## config.mk

```make
export PLATFORM = sky130hd
export DESIGN_NAME = seg7_scan_display_flat
export DESIGN_NICKNAME = d
export VERILOG_FILES = /design/src/rtl/seg7_pkg.sv /design/src/rtl/seg7_scan_display_if.sv /design/src/rtl/seg7_scan_display_hex_to_seg7.sv /design/src/rtl/seg7_scan_display.sv /design/src/flat_wrapper.sv
export SDC_FILE = /design/constraint.sdc
export NUM_CORES = 1
export LEC_CHECK = 0
export ABC_CLOCK_PERIOD_IN_PS = 5300
export CORE_MARGIN = 10
export CORE_UTILIZATION = 35
export DETAILED_ROUTE_END_ITERATION = 7
export GPL_ROUTABILITY_DRIVEN = 0
export GPL_TIMING_DRIVEN = 0
export SYNTH_ARGS = -nofsm -noshare
export SYNTH_HDL_FRONTEND = slang
export SYNTH_HIERARCHICAL = 1
export SYNTH_SLANG_ARGS = --single-unit
```

## constraint.sdc

```tcl
create_clock -name clock -period 5.3 [get_ports clock]
set_clock_uncertainty 0.05 [all_clocks]
set_input_delay 1.06 -clock clock [delete_from_list [all_inputs] [get_ports clock]]
set_output_delay 1.06 -clock clock [all_outputs]
set_load 0.02 [all_outputs]
```

## src/rtl/seg7_pkg.sv

```systemverilog
// Shared constants for the seven-segment scan display: digit count and
// active-low segment patterns ordered {a,b,c,d,e,f,g}.
package seg7_pkg;

    localparam int NUM_DIGITS = 8;

    localparam logic [6:0] SEG_0     = 7'h01;
    localparam logic [6:0] SEG_1     = 7'h4F;
    localparam logic [6:0] SEG_2     = 7'h12;
    localparam logic [6:0] SEG_3     = 7'h06;
    localparam logic [6:0] SEG_4     = 7'h4C;
    localparam logic [6:0] SEG_5     = 7'h24;
    localparam logic [6:0] SEG_6     = 7'h20;
    localparam logic [6:0] SEG_7     = 7'h0F;
    localparam logic [6:0] SEG_8     = 7'h00;
    localparam logic [6:0] SEG_9     = 7'h04;
    localparam logic [6:0] SEG_A     = 7'h08;
    localparam logic [6:0] SEG_B     = 7'h60;
    localparam logic [6:0] SEG_C     = 7'h31;
    localparam logic [6:0] SEG_D     = 7'h42;
    localparam logic [6:0] SEG_E     = 7'h30;
    localparam logic [6:0] SEG_F     = 7'h38;
    localparam logic [6:0] SEG_BLANK = 7'h7F;

endpackage

```

## src/rtl/seg7_scan_display_if.sv

```systemverilog
// Display-side bundle: the value to show plus the active-low segment and
// digit-enable drives. There is no handshake; data is sampled live each cycle.
interface seg7_scan_display_if;

    logic [31:0] data;
    logic [7:0]  cathode;
    logic [7:0]  anode;

    modport master (output data, input cathode, input anode);
    modport slave  (input data, output cathode, output anode);

endinterface

```

## src/rtl/seg7_scan_display_hex_to_seg7.sv

```systemverilog
// Combinational hex nibble to active-low seven-segment pattern {a..g}.
module hex_to_seg7
    import seg7_pkg::*;
(
    input  logic [3:0] nibble,
    output logic [6:0] seg
);

    always_comb begin
        seg = SEG_BLANK;
        case (nibble)
            4'h0: seg = SEG_0;
            4'h1: seg = SEG_1;
            4'h2: seg = SEG_2;
            4'h3: seg = SEG_3;
            4'h4: seg = SEG_4;
            4'h5: seg = SEG_5;
            4'h6: seg = SEG_6;
            4'h7: seg = SEG_7;
            4'h8: seg = SEG_8;
            4'h9: seg = SEG_9;
            4'hA: seg = SEG_A;
            4'hB: seg = SEG_B;
            4'hC: seg = SEG_C;
            4'hD: seg = SEG_D;
            4'hE: seg = SEG_E;
            4'hF: seg = SEG_F;
            default: seg = SEG_BLANK;
        endcase
    end

endmodule

```

## src/rtl/seg7_scan_display.sv

```systemverilog
// Eight-digit multiplexed hex display driver: a prescaler sets the dwell per
// digit, a digit index walks AN0..AN7, and outputs are registered.
module seg7_scan_display
    import seg7_pkg::*;
#(
    parameter  int DIV_COUNT = 100000,
    localparam int CNT_W     = $clog2(DIV_COUNT) + 1
) (
    input logic clock,
    input logic reset,
    seg7_scan_display_if.slave bus
);

    localparam int IDX_W = $clog2(NUM_DIGITS);

    logic [CNT_W-1:0] prescale;
    logic [IDX_W-1:0] index;
    logic [3:0]       nibble;
    logic [6:0]       seg;
    logic             wrap;

    assign wrap   = (prescale == CNT_W'(DIV_COUNT - 1));
    assign nibble = bus.data[{index, 2'b00} +: 4];

    hex_to_seg7 u_dec (
        .nibble (nibble),
        .seg    (seg)
    );

    // Outputs reflect the index before this edge's increment, so digit 0 is
    // shown on the first edge after release and every digit gets a full dwell.
    always_ff @(posedge clock or negedge reset) begin
        if (!reset) begin
            prescale    <= '0;
            index       <= '0;
            bus.anode   <= 8'hFF;
            bus.cathode <= {SEG_BLANK, 1'b1};
        end else begin
            prescale    <= wrap ? '0 : prescale + 1'b1;
            if (wrap) index <= index + 1'b1;
            bus.anode   <= ~(8'd1 << index);
            bus.cathode <= {seg, 1'b1};
        end
    end

endmodule

```

## src/flat_wrapper.sv

```systemverilog
// flat-port wrapper written by rule: the top's interface ports become plain ports
module seg7_scan_display_flat import seg7_pkg::*;
#(
    parameter  int DIV_COUNT = 100000,
    localparam int CNT_W     = $clog2(DIV_COUNT) + 1
)
  (clock, reset, bus_data, bus_cathode, bus_anode);
  seg7_scan_display_if bus_i ();
  input logic clock;
  input logic reset;
  input wire logic [$bits(bus_i.data)-1:0] bus_data;
  output wire logic [$bits(bus_i.cathode)-1:0] bus_cathode;
  output wire logic [$bits(bus_i.anode)-1:0] bus_anode;
  assign bus_i.data = bus_data;
  assign bus_cathode = bus_i.cathode;
  assign bus_anode = bus_i.anode;
  seg7_scan_display #(.DIV_COUNT(DIV_COUNT)) u_core (.clock(clock), .reset(reset), .bus(bus_i));
endmodule
```

# Word level (Yosys, flattened, before mapping)

Memory sizes are Yosys's and may differ from the RTL's. A register that Yosys moved wholly into a read port is not among the register bits.
Cells that the tools add are included.

Flip-flop bits (word level): 29
ROM bits: 112
Input bits: 34
Output and inout port bits: 16
Logic and storage cells: 12
Memories: 1

$add $sub $neg: 2
Equal/unequal tests: 1
Shift-type cells: 2
Multiplexer cells: 1
Bitwise operators: 1
Reduce and logical (&&, ||, !) cells: 1

Memory list:

| memory          | words | width | rd ports | clocked after memory_dff | write ports | RTL line                            | RTL |
|---|---|---|---|---|---|---|---|
| (no name shown) | 16    | 7     | 1        | 1                        | 0           | seg7_scan_display_hex_to_seg7.sv:11 | `case (nibble)` |

Operators by type and width:

| operator              | number |
|---|---|
| $shiftx 32x6->4       | 1 |
| $add 18x1->18 const B | 1 |
| $eq 18x17->1 const B  | 1 |
| $mux 18               | 1 |
| $not 8->8             | 1 |
| $shl 1x3->8 const A   | 1 |
| $add 3x1->3 const B   | 1 |
| $logic_not 1->1       | 1 |

# Longest topological paths before layout

Depth in word-level cells: 2
Gate-level depth with buffers: 9
Depth with buffers taken out: 8

# Hierarchy

Netlist, hierarchy kept.

By module, submodules not included:

| module            | times used | cells an instance | area each (µm²) | sequential area each (µm²) |
|---|---|---|---|---|
| seg7_scan_display | 1          | 141               | 1702.9          | 919.6 |
| hex_to_seg7       | 1          | 33                | 269.0           | 0.0 |

# Worst setup path after synthesis

OpenSTA, ideal clock, no wires.

Path kind: input to register
Start: in bus_data[12]
End: reg u_core.bus.cathode[4]
Setup time: 94 ps
Data arrival time: 2448 ps
Required time: 5156 ps
Path slack: 2708 ps
Stages on the path: 7
Path buffers: 0
Cells stage by stage: mux4_2 > nand2_1 > nand2_1 > inv_1 > ha_1 > inv_1 > mux4_2

Cells in the longest elaborated chain, start to end: 1

RTL lines:

| item                 | RTL line                   | RTL |
|---|---|---|
| start: declaration   | flat_wrapper.sv:11         | `input wire logic [$bits(bus_i.data)-1:0] bus_data;` |
| $shiftx 32x6->4      | seg7_scan_display.sv:23    | `assign nibble = bus.data[{index, 2'b00} +: 4];` |
| net u_core.nibble[0] | seg7_scan_display.sv:18    | `logic [3:0] nibble;` |
| end: declaration     | seg7_scan_display_if.sv:10 | `modport slave (input data, output cathode, output anode);` |

The timed path passes the listed nets, and every way through them passes these cells.
A chain may end at the register's enable or synchronous reset.

# Final worst setup path

Start: in bus_data[0]
End: reg u_core.bus.cathode[4]

Same word-level chain as after synthesis.

==> results.py <==
metrics = {
    "drt": {
        "wirelength_met1_um": 1840,
        "vias": 1441,
        "firstDrtPassIters": 4,
        "wl_met3_um": 468,
        "drt_iter0_markers": 51,
        "wl_met2_um": 1900,
        "drc": 0,
        "top_layer": "met4",
        "drtAntennaViolNets": 0,
        "wl_per_cell_um": 14.1,
        "viasPerCell": 4.77,
        "drt_wl_total_um": 4260,
    },
    "clock_tree": {
        "clk_pin_slew_ns": 0.08,
        "clock-sinks": 36,
        "cts_setup_buffers": 0,
        "hold_buffers": 0,
        "cts_tree": "built",
        "clk_latency_ns": 0.29,
        "cts_made_buffers": 5,
        "clockBufferDepth": 2,
        "cts.htree.levels": 2,
        "clockRootBuffer": "clkbuf_8",
        "cts_resized": 0,
    },
    "layout": {
        "fillers": 542,
        "final_common_cell": "clkdlybuf4s50_1",
        "areaGrowthSynthToFinish_pct": 33.2,
        "n_antenna_cell": 0,
        "multi_input_area_um2": 965,
        "regArea_um2": 920,
        "layout_common_cells": "47 x clkdlybuf4s50_1, 25 x nand2_1, 21 x dfrtp_1, 15 x nor2_1, 15 x dfstp_2",
        "drive_gt1_share_pct": 17.4,
        "fin_nets": 277,
    },
    "placement": {
        "place_hpwl_um": 3350,
        "io_buffers": 48,
        "dp_slack_ns": 2.11,
    },
    "worst_setup_path": {
        "arrival_ns": 3.02,
        "start_kind": "input pin",
        "endpoint_kind": "flip-flop",
        "path_max_fanout": 7,
        "crit_required_ns": 5.46,
        "r2r_cells": 8,
        "critical_path_class": "in2reg",
    },
    "sta": {
        "slew_violations": 0,
        "setup_viol": 0,
        "finalCriticalPeriod_ns": 2.86,
        "fmax_mhz": 350,
        "finalHoldViolCount": 0,
        "tns_ns": 0,
        "rsz0062_at_grt": "no",
        "worst_pin_slew_ns": 0.764,
        "fin_ws_ns": 2.44,
        "layout_worst_path_cycle_share_pct": 54.0,
        "slew_headroom_pct": 49.1,
    },
    "power_and_ir_drop": {
        "ir_drop_mv": 0.0931,
        "power_density_mw_per_mm2": 210,
        "leakage_nw": 1.08,
    },
    "floorplanning": {
        "ios": 50,
        "die_h_um": 95.1,
        "rows": 27,
        "core_mm2": 0.00547,
        "initial_core_util_pct": 36.0,
        "dieWidth_um": 95.1,
        "die_area_mm2": 0.00904,
    },
    "logic_synthesis": {
        "synth_edf_count": 0,
        "synth.distinct_cells": 32,
        "synth_nets": 222,
        "synthFlopType": "dfrtp_1",
        "async_reset_ff_share_pct": 100,
        "synth_cells": 174,
        "synth_seq_area_share_pct": 46.6,
        "synth_area_mm2": 0.00197,
        "avgSynthCellArea_um2": 11.3,
        "synth_seq_cells": 36,
        "yosys_warnings": 6,
    },
    "flow_run": {
        "maxCapViolations": 0,
    },
    "run_status": {
        "status": "complete, no violations",
    },
    "global_routing": {
        "grt_overflow_total": 0,
        "grt_pass1_vias": 1585,
        "grt_max_degree": 37,
        "antenna_found_initial": 0,
        "grt_pass1_wl_um": 7510,
        "grt_usage_pct": 10.4,
    },
    "worst_hold_path": {
        "hold_path_class": "reg2reg",
        "hold_path_depth": 1,
    },
}
==> worst max-delay path, cell delays in order <==
cell and delay, ns:
clkdlybuf4s50_1 0.41, mux4_2 0.44, nand2_1 0.07, nand2_1 0.19, inv_1 0.20, ha_1 0.16, inv_1 0.05, mux4_2 0.45
==> state kept, by name, indices dropped and copies added (netlist names) <==
register,flops
u_core/bus.anode,8
u_core/index,3
u_core/bus.cathode,7
u_core/prescale,18
==> where the power goes <==
part | internal, mW | switching [mW] | total [mW]
sequential | 0.283 | 0.00148 | 0.285
combinational | 0.0420 | 0.0296 | 0.0715
clock | 0.0934 | 0.102 | 0.195
==> final timing paths <==
kind	startpoint	end	slack, ns
worst max-delay path	bus_data[0]	u_core/bus.cathode[4]	2.44
worst min-delay path	u_core/prescale[17]	u_core/prescale[17]	0.42
worst max register to register	u_core/index[0]	u_core/bus.cathode[4]	2.83
worst min register to register	u_core/prescale[17]	u_core/prescale[17]	0.42
max in group asynchronous	reset	u_core/prescale[6]	3.92
min in group asynchronous	reset	u_core/prescale[3]	0.79
==> kinds of logic after synthesis <==
kind of cell	after synthesis	share of synthesized area (%)
DFF	36	46.6
adders and majority gates	14	8.88
buffers and inverters	17	4.44
xor gates and xnor gates	17	7.55
muxes	17	14.4
other	1	0.190
and+or+nand+nor	66	16.0
AOI/OAI and AO/OA	6	1.90
==> synth_stat cells (2+ instances only) <==
master     n  share of area [%]
nor4_1     4                1.3
inv_1      9                1.7
ha_1      14                8.9
o21ai_1    2               0.51
dfstp_2   15                 20
a21oi_1    2               0.51
xnor2_1   13                5.8
nand3_1    6                1.5
clkbuf_1   3               0.57
nand4_1    5                1.6
nor3_1     4                1.0
nand2b_1   2               0.63
mux2i_1    7                3.6
xor2_1     4                1.8
nor2_1    15                2.9
nand2_1   25                4.8
mux4_2     9                 10
dfrtp_1   21                 27
==> metal layers <==
| metal | vias up | track usage [%] |
|---|---|---|
| met4 | 0 | 4.24 |
| met2 | 42 | 15.9 |
| met5 | - | 0 |
| met1 | 686 | 11.7 |
| li1 | 708 | - |
| met3 | 5 | 5.81 |
==> area by class of cell <==
type	count	area share [%]
Buffer	7	1.91
Clock buffer	6	2.76
Clock inverter	2	0.619
Inverter	10	1.43
Multi-Input combinational cell	121	36.7
Sequential cell	36	35.0
Tap cell	72	3.43
Timing Repair Buffer	48	18.1
==> metrics by stage <==
stage | utilization [%] | std cells | cell area, µm² | power, mW | hold WS [ns]
2_1_floorplan | - | 174 | 1970 | 0.319 | 0.387
3_3_place_gp | 46.5 | 294 | 2540 | 0.362 | 0.410
3_5_place_dp | 46.4 | 294 | 2540 | 0.362 | 0.415
4_1_cts | 48.0 | 302 | 2630 | 0.559 | 0.427
5_1_grt | 48.0 | 302 | 2630 | 0.576 | 0.444
6_report | 48.0 | 302 | 2630 | 0.551 | 0.421
(Power assumes the default switching activity.)
